===== src/rtl/fetch_pkg.sv =====
// fetch_pkg: shared types and constants for the instruction-fetch stage.
package fetch_pkg;
  localparam logic [31:0] NOP_INSTR = 32'h0000_0013;
  typedef enum logic [1:0] {F_REQ, F_WAIT, F_DRAIN} fetch_state_t;
  typedef struct packed {
    logic [31:0] instr;
    logic [31:0] pc;
  } fetch_entry_t;
endpackage


===== src/rtl/if_hold_buffer.sv =====
// if_hold_buffer: single-entry skid buffer that catches a fetched word while IF/ID is stalled.
module if_hold_buffer
  import fetch_pkg::*;
(
  input  logic         clk,
  input  logic         rst,
  input  logic         push_i,
  input  logic         pop_i,
  input  logic         clear_i,
  input  fetch_entry_t entry_i,
  output fetch_entry_t entry_o,
  output logic         full_o
);
  logic         full_q;
  fetch_entry_t entry_q;
  always_ff @(posedge clk) begin
    if (rst || clear_i) full_q <= 1'b0;
    else if (push_i) full_q <= 1'b1;
    else if (pop_i) full_q <= 1'b0;
    if (push_i) entry_q <= entry_i;
  end
  assign entry_o = entry_q;
  assign full_o  = full_q;
endmodule


===== src/rtl/fetch_stage.sv =====
// fetch_stage: PC, single-outstanding imem handshake and IF/ID register with stall/redirect handling.
module fetch_stage
  import fetch_pkg::*;
#(
  parameter logic [31:0] RESET_PC = 32'h0000_0000
) (
  input  logic        clk,
  input  logic        rst,
  output logic        imem_req_valid,
  input  logic        imem_req_ready,
  output logic [31:0] imem_addr,
  input  logic        imem_rsp_valid,
  input  logic [31:0] imem_rsp_data,
  input  logic        redirect_valid,
  input  logic [31:0] redirect_target,
  input  logic        stall_d,
  output logic [31:0] instr_d,
  output logic [31:0] pc_d,
  output logic [31:0] pc_plus4_d,
  output logic        valid_d
);
  fetch_state_t state_q, state_d;
  fetch_entry_t if_q, hold_entry;
  logic [31:0]  pc_f_q, pc_req_q;
  logic         valid_q, hold_full, deliver, to_if, push, pop, req_fire;
  assign deliver        = state_q == F_WAIT && imem_rsp_valid && !redirect_valid;
  assign to_if          = deliver && !hold_full && (!valid_q || !stall_d);
  assign push           = deliver && !to_if;
  assign pop            = hold_full && !stall_d && !redirect_valid;
  // to_if only fires in WAIT, giving the back-to-back request on a direct delivery
  assign imem_req_valid = !rst && !redirect_valid && !hold_full && (state_q == F_REQ || to_if);
  assign req_fire       = imem_req_valid && imem_req_ready;
  assign imem_addr      = {pc_f_q[31:2], 2'b00};
  assign instr_d        = if_q.instr;
  assign pc_d           = if_q.pc;
  assign pc_plus4_d     = if_q.pc + 32'd4;
  assign valid_d        = valid_q;
  if_hold_buffer u_hold (
    .clk     (clk),
    .rst     (rst),
    .push_i  (push),
    .pop_i   (pop),
    .clear_i (redirect_valid),
    .entry_i ({imem_rsp_data, pc_req_q}),
    .entry_o (hold_entry),
    .full_o  (hold_full)
  );
  always_comb begin
    state_d = state_q;
    if (redirect_valid) state_d = (state_q != F_REQ && !imem_rsp_valid) ? F_DRAIN : F_REQ;
    else if (req_fire) state_d = F_WAIT;
    else if (state_q != F_REQ && imem_rsp_valid) state_d = F_REQ;
  end
  always_ff @(posedge clk) begin
    if (rst) begin
      state_q  <= F_REQ;
      pc_f_q   <= RESET_PC;
      pc_req_q <= RESET_PC;
      valid_q  <= 1'b0;
      if_q     <= {NOP_INSTR, 32'h0};
    end else begin
      state_q <= state_d;
      pc_f_q  <= redirect_valid ? redirect_target : req_fire ? pc_f_q + 32'd4 : pc_f_q;
      if (req_fire) pc_req_q <= pc_f_q;
      if (redirect_valid) begin
        valid_q    <= 1'b0;
        if_q.instr <= NOP_INSTR;
      end else if (pop) begin
        valid_q <= 1'b1;
        if_q    <= hold_entry;
      end else if (to_if) begin
        valid_q <= 1'b1;
        if_q    <= {imem_rsp_data, pc_req_q};
      end else if (!stall_d) begin
        valid_q    <= 1'b0;
        if_q.instr <= NOP_INSTR;
      end
    end
  end
endmodule


===== config.mk =====
export PLATFORM = sky130hd
export DESIGN_NAME = fetch_stage
export DESIGN_NICKNAME = d
export VERILOG_FILES = /design/src/rtl/fetch_pkg.sv /design/src/rtl/if_hold_buffer.sv /design/src/rtl/fetch_stage.sv
export SDC_FILE = /design/constraint.sdc
export NUM_CORES = 1
export LEC_CHECK = 0
export CAP_MARGIN = 20
export CORE_MARGIN = 1
export CORE_UTILIZATION = 47
export CTS_BUF_LIST = sky130_fd_sc_hd__clkbuf_2
export DETAILED_ROUTE_END_ITERATION = 12
export PLACE_DENSITY = 0.82
export SYNTH_ARGS = -nofsm -noshare
export SYNTH_HDL_FRONTEND = slang
export SYNTH_HIERARCHICAL = 1
export SYNTH_SLANG_ARGS = --single-unit

===== constraint.sdc =====
create_clock -name clk -period 7.7 [get_ports clk]
set_input_delay 1.925 -clock clk [delete_from_list [all_inputs] [get_ports clk]]
set_output_delay 1.925 -clock clk [all_outputs]
set_load 0.01 [all_outputs]

* After elaboration in Yosys (flattened, before gate mapping) *
Index checks and enable logic that the tools add are counted.

cells by class
  add/sub/neg operators = 2
  equality and inequality tests = 2
  multiplexer cells = 15
  bitwise operators = 1
  reductions and logical operators = 31

operators with widths
  kind                   count
  $mux 32                5
  $add 32x3->32 const B  2
  $mux 64                1
  $logic_and 1x1->1      13
  $mux 2                 4
  $reduce_bool 2->1      4
  $logic_not 1->1        7
  $mux 1                 5
  $logic_or 1x1->1       3
  $ne 3x1->1 const B     1
  $reduce_bool 3->1      1
  $eq 2x1->1 const B     1
  $logic_not 2->1        1
  $reduce_and 2->1       1
  $reduce_or 2->1        1
  $not 1->1              1

word-level totals
  register bits after elaboration = 196

* Longest topological paths before layout *
  word-level depth = 10
  depth in mapped cells = 8
  mapped depth without buffers = 6

* Modules after synthesis *
The synthesis kept the hierarchy.

modules (own cells, without submodules)
  module          times used  cells an instance  area an instance (um^2)
  fetch_stage     1           880                6653.9
  if_hold_buffer  1           68                 1966.9

* Worst setup path before layout *
Ideal clock, no wire load.

  path type = input port to flip-flop
  start point = in redirect_valid
  end point = reg u_hold.entry_q (netlist bit u_hold/entry_o[0]) (enable)
  arrival = 6.855 ns
  slack = 0.278 ns
  cell stages on the path = 5
  buffers on the path = 1
  cells stage by stage = nand3b_1 > or3_1 > a21oi_2 > clkbuf_1 > nor3_1

between the ends
  word-level cells in the longest chain between the ends = 6

RTL lines
  element                         RTL line              RTL
  start: declaration              fetch_stage.sv:14     input logic redirect_valid,
  $logic_not 1->1 (*)             fetch_stage.sv:26     assign deliver = state_q == F_WAIT && imem_rsp_valid && !redirect_valid;
  $logic_and 1x1->1 (*)           fetch_stage.sv:26
  $logic_and 1x1->1 (2 in a row)  fetch_stage.sv:27     assign to_if = deliver && !hold_full && (!valid_q || !stall_d);
  $logic_not 1->1                 fetch_stage.sv:28     assign push = deliver && !to_if;
  $logic_and 1x1->1 (*)           fetch_stage.sv:28
  net push                        fetch_stage.sv:25     logic valid_q, hold_full, deliver, to_if, push, pop, req_fire;
  end signal: assignment          if_hold_buffer.sv:20  if (push_i) entry_q <= entry_i;
  end: declaration                if_hold_buffer.sv:15  fetch_entry_t entry_q;

The timed path passes the listed nets; every way through them passes the cells marked *.
A chain may end at the register's enable or synchronous reset.

* Worst setup path after layout *
  start point = in redirect_valid
  end point = out imem_req_valid

between the ends
  word-level cells in the longest chain between the ends = 6

RTL lines
  element                         RTL line                              RTL
  $logic_not 1->1 (*)             fetch_stage.sv:26, fetch_stage.sv:31
  $logic_and 1x1->1               fetch_stage.sv:26
  $logic_and 1x1->1 (2 in a row)  fetch_stage.sv:27
  $logic_or 1x1->1                fetch_stage.sv:31                     assign imem_req_valid = !rst && !redirect_valid && !hold_full && (state_q == F_REQ || to_if);
  $logic_and 1x1->1 (*)           fetch_stage.sv:31
  end: declaration                fetch_stage.sv:9                      output logic imem_req_valid,

Mark *: on every way between the ends. The rest lies on a longest branch, timed or not.

==> results_dict.tcl <==
set metrics [dict create \
    routed-via-count 7464 \
    synth-main-ff-cell "sky130_fd_sc_hd__dfxtp_1" \
    synth_edf_count 64 \
    post_route_cells_drive_above_1_share_pct 5.893 \
    worst_slew_pin_slew_ps 1131 \
    dieWidth_um 137.4 \
    timing.max_slew.rel_slack_pct 24.60 \
    drt_iter0_drc 674 \
    timing.final.setup_violations 0 \
    synth_compound_area_share_pct 13.74 \
    grt_pass1_vias 6805 \
    dieArea_um2 18890 \
    fin_nets 1145 \
    fill_cells 1545 \
    timing.final.crit_share_pct 79.29 \
    seq_area_frac_synth_pct 52.95 \
    leakage_nw 3.472 \
    vias_per_cell 5.672 \
    flow.area_growth_from_synthesis_pct 24.17 \
    ys_top_cells_by_area "sky130_fd_sc_hd__dfxtp_1 31%, sky130_fd_sc_hd__edfxtp_1 22%, sky130_fd_sc_hd__nand2_1 10%" \
    cts.reportedPaths.clkPinSlew_ps 250 \
    setup-tns-final_ps 0 \
    cts_root_buffer "sky130_fd_sc_hd__clkbuf_2" \
    synth.distinct_cells 63 \
    cellPowerDensity_nw_per_um2 165.7 \
    antenna_found_initial 1 \
    crit_path_end_kind "primary output" \
    synth-async-reset-ratio_pct 0 \
    wl_per_cell_um 16.89 \
    whs_ps 479.6 \
    max_cap_violations 0 \
    synthesis.area_per_instance_um2 9.094 \
    synth_top_family_by_area "simple AND/OR/NAND/NOR gates" \
    design_area_um2 10700 \
    die_y_um 137.4 \
    final.setup_skew_ps 28.82 \
    overflow 0 \
    clk-insertion-delay-late_ps 770 \
    cts.path.max_buffers 2 \
    synthDominantAreaCellType "sky130_fd_sc_hd__dfxtp_1" \
    numClockSinks 196 \
    num_io_pins 200 \
    globalRouteTotalUtil_pct 23.95 \
    antenna_left 0 \
    min_path_type "register to register" \
    ir_worst_vdd_uv 99.76 \
    buffer_ports.inserted 197 \
    required_ps 5780 \
    slew_viol_final 0 \
    first_pass_grt_wire_length_um 35200 \
    post_synth_xor_area_fraction_pct 2.845 \
    detailed_place_hpwl_um 14650 \
    synthSimpleGateAreaFrac_pct 22.84 \
    netlist.area_leader.share_pct 30.65 \
    yosys_warnings 6 \
    syn_inst 948 \
    gp_congestion 0.8096 \
    fmax_ghz 0.1638 \
    detail_route.drc_violations 0 \
    core_area_um2 17960 \
    most-common-layout-cells "231 x sky130_fd_sc_hd__nand2_1, 196 x sky130_fd_sc_hd__clkdlybuf4s50_1, 132 x sky130_fd_sc_hd__dfxtp_1, 64 x sky130_fd_sc_hd__edfxtp_1, 58 x sky130_fd_sc_hd__a21oi_1" \
    worst-endpoint-arrival_ps 4180 \
    synth_mux_area_share_pct 0.7547 \
    worst-path-max-fanout 39 \
    result_of_the_run "finished clean" \
    ctsHoldBuffers 0 \
    cts_setup_buffers 0 \
    dpl-instance-area_um2 10440 \
    cts_max_level 4 \
    first_pass_iters 5 \
    initial_core_util_pct 47.99 \
    synth_adder_area_share_pct 0.2903 \
    synth.cell_area_um2 8621 \
    mostFrequentLayoutCell "sky130_fd_sc_hd__nand2_1" \
    core.rowCount 49 \
    post_cts_resize_count 0 \
    finalCriticalPeriod_ps 6105 \
    grt_max_degree 100 \
    ys_ff_latch 196 \
    p_total_mw 1.774 \
    rsz0062_at_grt "no" \
    numCtsBuffers 17 \
    worst_setup_path_start_kind "input pin" \
    critical_path_class "input pin to primary output" \
    cts_tree "done" \
    report.final.hold_viol_count 0 \
    wl_um 22230 \
]
## layer usage
metal / track usage (%) / share of wire [%]
met2: 37.83 / 48
met3: 3.900 / 6.4
met1: 33.37 / 44
met4: 7.692 / 1.6
met5: 0 / 0
## power by group
group / switching, mW / internal, mW / total [mW]
combinational: 0.0628 / 0.0661 / 0.129
sequential: 0.0245 / 1.08 / 1.11
clock: 0.352 / 0.188 / 0.540
total: 0.439 / 1.33 / 1.77
## flip-flops by register name, summed over array words and instances, names as in the netlist
| signal | cells |
|---|---|
| u_hold/entry_o | 64 |
| instr_d | 32 |
| pc_d | 32 |
| pc_f_q | 32 |
| pc_req_q | 32 |
| state_q | 2 |
| u_hold/full_o | 1 |
| valid_d | 1 |
## worst max-delay path, cell delays in order
cell and delay, ps:
sky130_fd_sc_hd__clkdlybuf4s50_1 400, sky130_fd_sc_hd__buf_4 260, sky130_fd_sc_hd__or2_2 620, sky130_fd_sc_hd__a2111oi_0 370, sky130_fd_sc_hd__clkdlybuf4s50_1 600
## cell families (layout without fill, tap and decap cells)
| group | count (synthesis) | in the layout |
|---|---|---|
| buffers and inverters | 110 | 247 |
| AO/OA/AOI/OAI | 176 | 176 |
| other | 1 | 3 |
| multiplexers | 6 | 6 |
| XOR/XNOR | 28 | 28 |
| flip-flops | 196 | 196 |
| adder cells (fa/ha/maj) | 2 | 2 |
| AND/OR/NAND/NOR | 429 | 429 |
## final cells by class
| class | count | area (µm²) | area share (%) |
|---|---|---|---|
| clock inverters | 14 | 176.4 | 1.648 |
| inverters | 8 | 30.03 | 0.2805 |
| clock buffers | 18 | 90.09 | 0.8416 |
| well taps | 229 | 286.5 | 2.677 |
| multi-input cells | 643 | 3512 | 32.81 |
| diodes | 1 | 2.502 | 0.02338 |
| flip-flops and latches | 196 | 4564 | 42.64 |
| repair buffers | 207 | 2042 | 19.08 |
## synth_stat cells (all sizes together) (2+ instances only)
master / instances
a31o: 3
a32oi: 2
or3: 10
a41oi: 3
xor2: 6
mux2: 4
buf: 55
o21ai: 8
o221ai: 3
mux2i: 2
nor2: 53
a31oi: 42
a22oi: 4
a21oi: 59
nor4: 6
dfxtp: 132
edfxtp: 64
a221oi: 2
or2: 3
a311oi: 34
nand4: 22
o211ai: 5
and4: 7
inv: 8
or4: 3
and3: 11
nand2b: 2
xnor2: 22
a21o: 3
nand3: 57
nand2: 232
ha: 2
clkbuf: 47
nor3: 8
and2: 4
nand3b: 6
## final timing paths
| path | cells after the start | slack [ps] | to | startpoint |
|---|---|---|---|---|
| max | 5 | 1590 | imem_req_valid | redirect_valid |
| min | 2 | 480 | pc_req_q[0]$_SDFFE_PP0P_ | pc_f_q[0]$_SDFFE_PP0P_ |
| max reg2reg | 6 | 5090 | u_hold/entry_o[11]$_DFFE_PP_ | state_q[0]$_SDFFE_PP0P_ |
| min reg2reg | 2 | 480 | pc_req_q[0]$_SDFFE_PP0P_ | pc_f_q[0]$_SDFFE_PP0P_ |
## stage by stage
| step | utilization (%) | setup WS [ps] | std cells |
|---|---|---|---|
| floorplan | - | 278.2 | 949 |
| finish | 59.59 | 1595 | 1316 |
| detailed placement | 58.09 | 1578 | 1283 |
| global placement | 58.09 | 1525 | 1283 |
| CTS | 59.57 | 1561 | 1315 |
| global route | 59.59 | 1489 | 1316 |
Power figures use the tool's default switching activity.
